$ cat src/rtl/ctrl_pkg.sv
// Shared encodings for the 16-bit multi-cycle core control path.
// Imported by the controller, its decoder and the datapath.
package ctrl_pkg;

   localparam logic [3:0] OP_ADD  = 4'h0;
   localparam logic [3:0] OP_SUB  = 4'h1;
   localparam logic [3:0] OP_AND  = 4'h2;
   localparam logic [3:0] OP_OR   = 4'h3;
   localparam logic [3:0] OP_ADDI = 4'h4;
   localparam logic [3:0] OP_LW   = 4'h5;
   localparam logic [3:0] OP_SW   = 4'h6;
   localparam logic [3:0] OP_BEQ  = 4'h7;
   localparam logic [3:0] OP_BGT  = 4'h8;
   localparam logic [3:0] OP_JAL  = 4'h9;
   localparam logic [3:0] OP_JR   = 4'hA;
   localparam logic [3:0] OP_HALT = 4'hB;

   localparam logic [2:0] ALU_ADD = 3'd0;
   localparam logic [2:0] ALU_SUB = 3'd1;
   localparam logic [2:0] ALU_AND = 3'd2;
   localparam logic [2:0] ALU_OR  = 3'd3;

   localparam logic       A1_PC   = 1'b0;
   localparam logic       A1_A    = 1'b1;
   localparam logic [1:0] A2_B    = 2'd0;
   localparam logic [1:0] A2_TWO  = 2'd1;
   localparam logic [1:0] A2_IMM  = 2'd2;
   localparam logic [1:0] A2_ZERO = 2'd3;

   localparam logic [1:0] PC_ALU  = 2'd0;
   localparam logic [1:0] PC_TGT  = 2'd1;
   localparam logic [1:0] PC_A    = 2'd2;
   localparam logic       WB_ALU  = 1'b0;
   localparam logic       WB_MEM  = 1'b1;

   typedef enum logic [2:0] {
      S_FETCH, S_DECODE, S_EXEC, S_MEM, S_WB, S_HALT, S_TRAP
   } state_t;

   typedef enum logic [3:0] {
      C_R, C_ADDI, C_LW, C_SW, C_BEQ, C_BGT,
      C_JAL, C_JR, C_HALT, C_ILL
   } iclass_t;

endpackage

$ cat src/rtl/ctrl_decode.sv
// Combinational opcode decoder: instruction class, ALU op and
// branch/memory/store/illegal flags for the control FSM.
module ctrl_decode
   import ctrl_pkg::*;
(
   input  logic [3:0] opcode,
   output iclass_t    iclass,
   output logic [2:0] aluop,
   output logic       is_branch,
   output logic       is_mem,
   output logic       is_store,
   output logic       illegal
);

   always_comb begin
      iclass    = C_ILL;
      aluop     = ALU_ADD;
      is_branch = 1'b0;
      is_mem    = 1'b0;
      is_store  = 1'b0;
      illegal   = 1'b0;
      unique case (1'b1)
         (opcode == OP_ADD): iclass = C_R;
         (opcode == OP_SUB): begin
            iclass = C_R;
            aluop  = ALU_SUB;
         end
         (opcode == OP_AND): begin
            iclass = C_R;
            aluop  = ALU_AND;
         end
         (opcode == OP_OR): begin
            iclass = C_R;
            aluop  = ALU_OR;
         end
         (opcode == OP_ADDI): iclass = C_ADDI;
         (opcode == OP_LW): begin
            iclass = C_LW;
            is_mem = 1'b1;
         end
         (opcode == OP_SW): begin
            iclass   = C_SW;
            is_mem   = 1'b1;
            is_store = 1'b1;
         end
         (opcode == OP_BEQ): begin
            iclass    = C_BEQ;
            aluop     = ALU_SUB;
            is_branch = 1'b1;
         end
         (opcode == OP_BGT): begin
            iclass    = C_BGT;
            aluop     = ALU_SUB;
            is_branch = 1'b1;
         end
         (opcode == OP_JAL):  iclass = C_JAL;
         (opcode == OP_JR):   iclass = C_JR;
         (opcode == OP_HALT): iclass = C_HALT;
         default:             illegal = 1'b1;
      endcase
   end

endmodule

$ cat src/rtl/multicycle_ctrl.sv
// Multi-cycle control FSM: fetch, decode, execute, memory, writeback.
// Define CTRL_PERF_CNT_EN to add cycle_cnt/instr_cnt outputs.
module multicycle_ctrl
   import ctrl_pkg::*;
#(
   parameter int ALUOP_W = 3
) (
   input  logic               clk,
   input  logic               rst,
   input  logic [15:0]        inst,
   input  logic               zero,
   input  logic               pos,
   input  logic               mem_ready,
   output logic [ALUOP_W-1:0] aluop,
   output logic               aluin1,
   output logic [1:0]         aluin2,
   output logic               mem_req,
   output logic               mem_we,
   output logic               ir_write,
   output logic               pc_write,
   output logic [1:0]         pc_src,
   output logic               tgt_write,
   output logic               reg_write,
   output logic               wb_src,
   output logic               halted,
   output logic               illegal
`ifdef CTRL_PERF_CNT_EN
   ,
   output logic [15:0]        cycle_cnt,
   output logic [15:0]        instr_cnt
`endif
);

   state_t     state, state_n;
   iclass_t    iclass;
   logic [2:0] dec_aluop, op_sel;
   logic       is_branch, is_mem, is_store, dec_illegal;
   logic       pend, abort, take;
   logic       unused_inst;

   assign unused_inst = ^inst[11:0];

   ctrl_decode u_dec (
      .opcode    (inst[15:12]),
      .iclass    (iclass),
      .aluop     (dec_aluop),
      .is_branch (is_branch),
      .is_mem    (is_mem),
      .is_store  (is_store),
      .illegal   (dec_illegal)
   );

   assign take  = (iclass == C_BEQ && zero) || (iclass == C_BGT && pos);
   assign aluop = ALUOP_W'(op_sel);

   always_comb begin
      state_n   = state;
      op_sel    = ALU_ADD;
      aluin1    = A1_PC;
      aluin2    = A2_B;
      mem_req   = 1'b0;
      mem_we    = 1'b0;
      ir_write  = 1'b0;
      pc_write  = 1'b0;
      pc_src    = PC_ALU;
      tgt_write = 1'b0;
      reg_write = 1'b0;
      wb_src    = WB_ALU;
      halted    = 1'b0;
      case (state)
         S_FETCH: begin
            aluin2 = A2_TWO;
            // first cycle after an aborted request: swallow its late ready
            if (!abort) begin
               mem_req = 1'b1;
               if (mem_ready) begin
                  ir_write = 1'b1;
                  pc_write = 1'b1;
                  state_n  = S_DECODE;
               end
            end
         end
         S_DECODE: begin
            aluin2    = A2_IMM;
            tgt_write = 1'b1;
            if (iclass == C_HALT)  state_n = S_HALT;
            else if (dec_illegal)  state_n = S_TRAP;
            else                   state_n = S_EXEC;
         end
         S_EXEC: begin
            aluin1  = A1_A;
            state_n = S_FETCH;
            if (is_branch) begin
               op_sel   = dec_aluop;
               pc_write = take;
               pc_src   = take ? PC_TGT : PC_ALU;
            end else if (is_mem) begin
               aluin2  = A2_IMM;
               state_n = S_MEM;
            end else begin
               case (iclass)
                  C_R: begin
                     op_sel  = dec_aluop;
                     state_n = S_WB;
                  end
                  C_ADDI: begin
                     aluin2  = A2_IMM;
                     state_n = S_WB;
                  end
                  C_JAL: begin
                     aluin1    = A1_PC;
                     aluin2    = A2_ZERO;
                     reg_write = 1'b1;
                     pc_write  = 1'b1;
                     pc_src    = PC_TGT;
                  end
                  C_JR: begin
                     pc_write = 1'b1;
                     pc_src   = PC_A;
                  end
                  default: ;
               endcase
            end
         end
         S_MEM: begin
            mem_req = 1'b1;
            mem_we  = is_store;
            if (mem_ready) state_n = is_store ? S_FETCH : S_WB;
         end
         S_WB: begin
            reg_write = 1'b1;
            wb_src    = (is_mem && !is_store) ? WB_MEM : WB_ALU;
            state_n   = S_FETCH;
         end
         S_HALT:  halted = 1'b1;
         default: ;
      endcase
      if (!rst) begin
         mem_req   = 1'b0;
         mem_we    = 1'b0;
         ir_write  = 1'b0;
         pc_write  = 1'b0;
         tgt_write = 1'b0;
         reg_write = 1'b0;
      end
   end

   always_ff @(posedge clk) begin
      if (!rst) begin
         state   <= S_FETCH;
         illegal <= 1'b0;
         abort   <= pend;
         pend    <= 1'b0;
      end else begin
         state <= state_n;
         abort <= 1'b0;
         pend  <= mem_req & ~mem_ready;
         if (state == S_DECODE && dec_illegal) illegal <= 1'b1;
      end
   end

`ifdef CTRL_PERF_CNT_EN
   always_ff @(posedge clk) begin
      if (!rst) begin
         cycle_cnt <= 16'd0;
         instr_cnt <= 16'd0;
      end else begin
         if (state != S_HALT && state != S_TRAP)
            cycle_cnt <= cycle_cnt + 16'd1;
         if (state_n == S_FETCH &&
             (state == S_EXEC || state == S_MEM || state == S_WB))
            instr_cnt <= instr_cnt + 16'd1;
      end
   end
`endif

endmodule

$ cat config.mk
export PLATFORM = sky130hd
export DESIGN_NAME = multicycle_ctrl
export DESIGN_NICKNAME = d
export VERILOG_FILES = /design/src/rtl/ctrl_pkg.sv /design/src/rtl/ctrl_decode.sv /design/src/rtl/multicycle_ctrl.sv
export SDC_FILE = /design/constraint.sdc
export NUM_CORES = 1
export LEC_CHECK = 0
export CORE_MARGIN = 3
export CORE_UTILIZATION = 40
export DETAILED_ROUTE_END_ITERATION = 8
export PLACE_DENSITY_LB_ADDON = 0.08
export RECOVER_POWER = 50
export SLEW_MARGIN = 30
export SYNTH_ARGS = -nofsm -noshare
export SYNTH_HDL_FRONTEND = slang
export SYNTH_SLANG_ARGS = --single-unit
$ cat constraint.sdc
create_clock -name clk -period 2.3 [get_ports clk]
set_clock_uncertainty 0.15 [all_clocks]
set_input_delay 0.345 -clock clk [delete_from_list [all_inputs] [get_ports clk]]
set_output_delay 0.345 -clock clk [all_outputs]
set_load 0.05 [all_outputs]
Word-level counts from Yosys, hierarchy flattened --
Index checks and enable logic that the tools add are counted.
Storage, ports and cells: register bits after elaboration 6, input bits 21, logic and storage cells 106
Cells by class: equality and inequality tests 25, mux-type cells 57, bitwise logic cells 2, reductions and logical operators 18
Operator list (count):
- 3-bit two-way mux | 13
- 4-bit case mux with 9 select lines | 1
- 4-bit by 3-bit equality test with 1-bit output, second input constant | 8
- 1-bit two-way mux | 30
- 4-bit equality test, second input constant | 5
- 3-bit case mux with 5 select lines | 1
- 2-bit case mux with 3 select lines | 2
- 12-bit OR reduction | 1
- 2-bit two-way mux | 5
- 4-bit by 1-bit equality test with 1-bit output, second input constant | 2
- 4-bit by 2-bit equality test with 1-bit output, second input constant | 2
- 4-bit zero test | 2
- 2-bit case mux with 2 select lines | 2
- 2-bit OR reduction | 4
- 3-bit by 2-bit equality test with 1-bit output, second input constant | 2
- 3-bit equality test, second input constant | 2
- 2-bit inequality test, second input constant | 3
- 1-bit case mux with 2 select lines | 3
- 5-bit nonzero test | 1
- 1-bit logical AND | 4
- 4-bit AND reduction | 1
- 4-bit OR reduction | 1
- 3-bit by 1-bit equality test with 1-bit output, second input constant | 1
- 3-bit zero test | 1
- 5 further kinds | 5

Depth between registers and ports, before layout --
word-level depth 10, gate-level depth with buffers 5

Modules after synthesis --
Synthesis repeated with hierarchy kept, for this count alone.
Second synthesis, totals: cell total of the unflattened synthesis 104, area total of the unflattened synthesis 760.7 um^2
By module, submodules not included:
- multicycle_ctrl | times used 1, cells an instance 83, area each 618.1 um^2
- ctrl_decode | times used 1, cells an instance 21, area each 142.6 um^2

Worst setup path before layout --
OpenSTA, ideal clock, no wires.
path type register -> output, from register state[2], to output port aluop[1], arrival time 2.424 ns, data required time 1.805 ns, path slack -0.619 ns, stages on the path, launching flop included 5, cells stage by stage dfxtp_1 -> buf_2 -> nor2_1 -> nand2_1 -> nor4b_1
On the way: word-level cells in the longest chain between the ends 2
Ends and longest elaborated chain:
- start, declared | RTL line multicycle_ctrl.sv:34 | state_t state, state_n;
- start signal, assigned | RTL line multicycle_ctrl.sv:155 | state <= state_n;
- 3-bit by 2-bit equality test with 1-bit output | RTL line multicycle_ctrl.sv:70 | case (state)
- 3-bit two-way mux | RTL line multicycle_ctrl.sv:70
- end, declared | RTL line multicycle_ctrl.sv:14 | output logic [ALUOP_W-1:0] aluop,
Every way passes these cells.

Worst setup path in the final report --
from input port mem_ready, to output port pc_write
On the way: word-level cells in the longest chain between the ends 4
Ends and longest elaborated chain:
- start, declared | RTL line multicycle_ctrl.sv:13 | input logic mem_ready,
- 1-bit two-way mux | RTL line multicycle_ctrl.sv:76 | if (mem_ready) begin
- 1-bit two-way mux | RTL line multicycle_ctrl.sv:74 | if (!abort) begin
- 1-bit case mux with 2 select lines | RTL line multicycle_ctrl.sv:70
- 1-bit two-way mux | RTL line multicycle_ctrl.sv:138 | if (!rst) begin
- end, declared | RTL line multicycle_ctrl.sv:20 | output logic pc_write,
Every way passes these cells.

==> summary.md <==
| Metric | Value |
|---|---|
| Leakage | 0.502 nW |
| Worst Hold Class | flip-flop to flip-flop |
| Final setup viols | 0 |
| Num CTS Buffers | 3 |
| Core Box Area | between 1000 and 1500 µm² |
| Outcome | finished clean |
| Worst-margin pin slew | 0.501 ns |
| Synthesized Nets | 107 |
| WHS | 0.303 ns |
| RR Startpoint | state[0] |
| Post-synth EDFFs | 0 |
| Achievable frequency | 446 MHz |
| Clock Latency Late Sink | 0.24 ns |
| Synth Area per Inst | between 7 and 8 µm² |
| Final slew viol count | 0 |
| Post-route non-filler standard cell count | 136 |
| I/O pin cnt | 38 |
| Critical path data required time | between 1.5 and 2 ns |
| Hold_sp | pend |
| Antenna-violating nets left | 0 |
| Final Hold Fails | 0 |
| Initial DRT Pass Iterations | 4 |
| Cell family contributing the most delay on the critical path | buffers and inverters |
| Yosys top cell area share | 18.6% |
| CTS tree | yes |
| Area contributors post-synth | dfxtp_1 (19%), nor2_1 (7.6%), clkbuf_8 (6.4%) |
| Die X | 46.2 µm |
| DR vias/cell | 5.74 |
| Clock slew at the register clock pins of the worst setup and hold paths | 0.05 ns |
| N_diodes | 0 |
| RSZ-0062 raised after global routing | no |
| Synth warn | 0 |
| Placed Cells | 133 |
| Setup crit end kind | primary output |
| Worst path bufs/invs | 2 |
| Post-synthesis sequential area ratio | 18.6% |
| Peak supply drop | about 0.34 mV |
| Overall routing resource usage | 23.2% |
| Die area | 2130 µm² |
| Max_cap viols | 0 |
| Layout cell share with drive strength beyond 1 | between 40% and 50% |
| CP startpoint | mem_ready |
| Fillers | 86 |
| First-pass GRT wire length | 3550 µm |
| Critical path class | input pin to primary output |
| Final wirelength | 2120 µm |
| Initial antenna violation count | 0 |
| FF+latch count, synth | 6 |
| Worst Path Arrival | 1.75 ns |
| Largest net degree at the start of global routing | 15 |
| DRC violations left | 0 |
| Headroom to the max-slew limit | between 60 and 70% |
| Number of port buffers | 24 |
| CP peak stage delay | 0.47 ns |
| Vias in the first global route | a little under 800 |
| DR WL/cell | 15.6 µm |
| Total global routing overflow | 0 |
| Critical path's slowest cell | clkdlybuf4s50_1 |
| Synth area leader | dfxtp_1 |
| # H-tree levels | 1 |
| Die height | 46.2 µm |
| Row count | 13 |
| Commonest non-fill, non-tap cells in the layout | nor2_1 (13), buf_4 (13), buf_12 (11) |
| CTS root buf | clkbuf_4 |
| Max clock buf depth | 2 |
| Cell count after synthesis | 86 |
| Asr flop ratio synth | 0% |
| Layout area overhead | 79.3% |
| Via count | 780 |
| Worst-path cell chain | clkdlybuf4s50_1, or2b_4, a2111oi_4, clkbuf_16 |
| P per Cell Area | 527 nW/µm² |
| HPWL Detailed | 1670 µm |
| Final RePlAce weighted congestion | 0.891 |
| Final period utilization | between 90% and 100% |
| Clock Sinks | 6 |
| Final min period | roughly 2.2 ns |
| Predominant post-synthesis flop cell | dfxtp_1 |
| Initial Utilization | 46.2% |
| Startpoint Class | input pin |
| Maximum fanout along the worst path | 3 |
| Post-Syn Area | 646 µm² |
| Library cells used by synthesis | 40 |
| Final net count | 144 |
| Number of DRC markers in iteration 0 | 17 |
==> synthesized netlist by cell type, drive strengths merged (2+ instances only) <==
cell,instances
a21oi,7
and2,2
clkbuf,3
dfxtp,6
nand2,7
nor2,13
a31oi,3
nor2b,4
inv,2
nor3b,2
nand4,2
buf,4
or2b,2
nor4,2
o21ai,4
nand2b,3
nor3,2
==> final cells by class <==
class	instances	area, µm²	area share (%)
multi-input combinational	71	524	45.3
timing repair buffer	39	463	40.0
sequential	6	121	10.5
clock buffer	3	22.5	1.95
tap	15	18.8	1.62
inverter	2	7.51	0.649
==> worst reg2reg max path: cells and delay by family (launching register included) <==
family / cells / cell delay, ns
AO/OA/AOI/OAI: 3 / 0.52
flip-flops: 1 / 0.52
AND/OR/NAND/NOR: 1 / 0.47
==> stage by stage <==
stage	TNS (ns)	util [%]	instance area (µm²)	setup WS (ns)	power (W)
floorplan	0	-	687	0.0449	0.000352
global placement	-0.187	80.1	1120	-0.0972	0.000495
detailed placement	-0.333	80.1	1120	-0.115	0.000505
CTS	0	82.6	1160	0.00568	0.000608
global route	0	82.7	1160	0.0139	0.000643
finish	0	82.7	1160	0.0583	0.000609
==> timing repair <==
| item | 4_1_cts | 5_1_grt |
|---|---|---|
| setup endpoints to repair | 6 | 5 |
| buffers inserted | 0 | 0 |
| gates resized for setup | 7 | 10 |
| hold buffers | 0 | 0 |
| pin swaps | 3 | 4 |
==> registers in the layout (all words and copies together), names as in the netlist <==
name / flops
state: 3
abort: 1
illegal: 1
pend: 1
==> logic make-up (layout without fill, tap and decap cells) <==
| family | after synthesis | in the layout | synth area share [%] |
|---|---|---|---|
| buf+inv | 9 | 44 | 13.0 |
| mux | 1 | 1 | 1.55 |
| simple gates | 43 | 43 | 37.8 |
| flops | 6 | 6 | 18.6 |
| other cells | 1 | 1 | 0.581 |
| compound gates | 25 | 25 | 27.1 |
| xor+xnor | 1 | 1 | 1.36 |
==> path summary, 6_finish.rpt <==
check             endpoint  slack, ns  cells after the start
setup reg to reg  state[0]       0.52                      4
setup / recovery  pc_write       0.06                      4
hold reg to reg      abort       0.30                      1
hold / removal       abort       0.30                      1
==> routing by layer <==
layer / part of all wire, % / track usage (%)
met5: 0 / 0
met2: 49 / 36.8
met3: 5.9 / 6.64
met4: 2.7 / 10.2
met1: 42 / 28.6
==> power by group <==
group	switching [W]	total, W	leakage [nW]	internal, W
Sequential	0.0000225	0.000138	0.0495	0.000116
Combinational	0.000205	0.000373	0.439	0.000167
Clock	0.0000394	0.0000985	0.0138	0.0000591
Note: power is estimated with default switching activity, not from simulation.
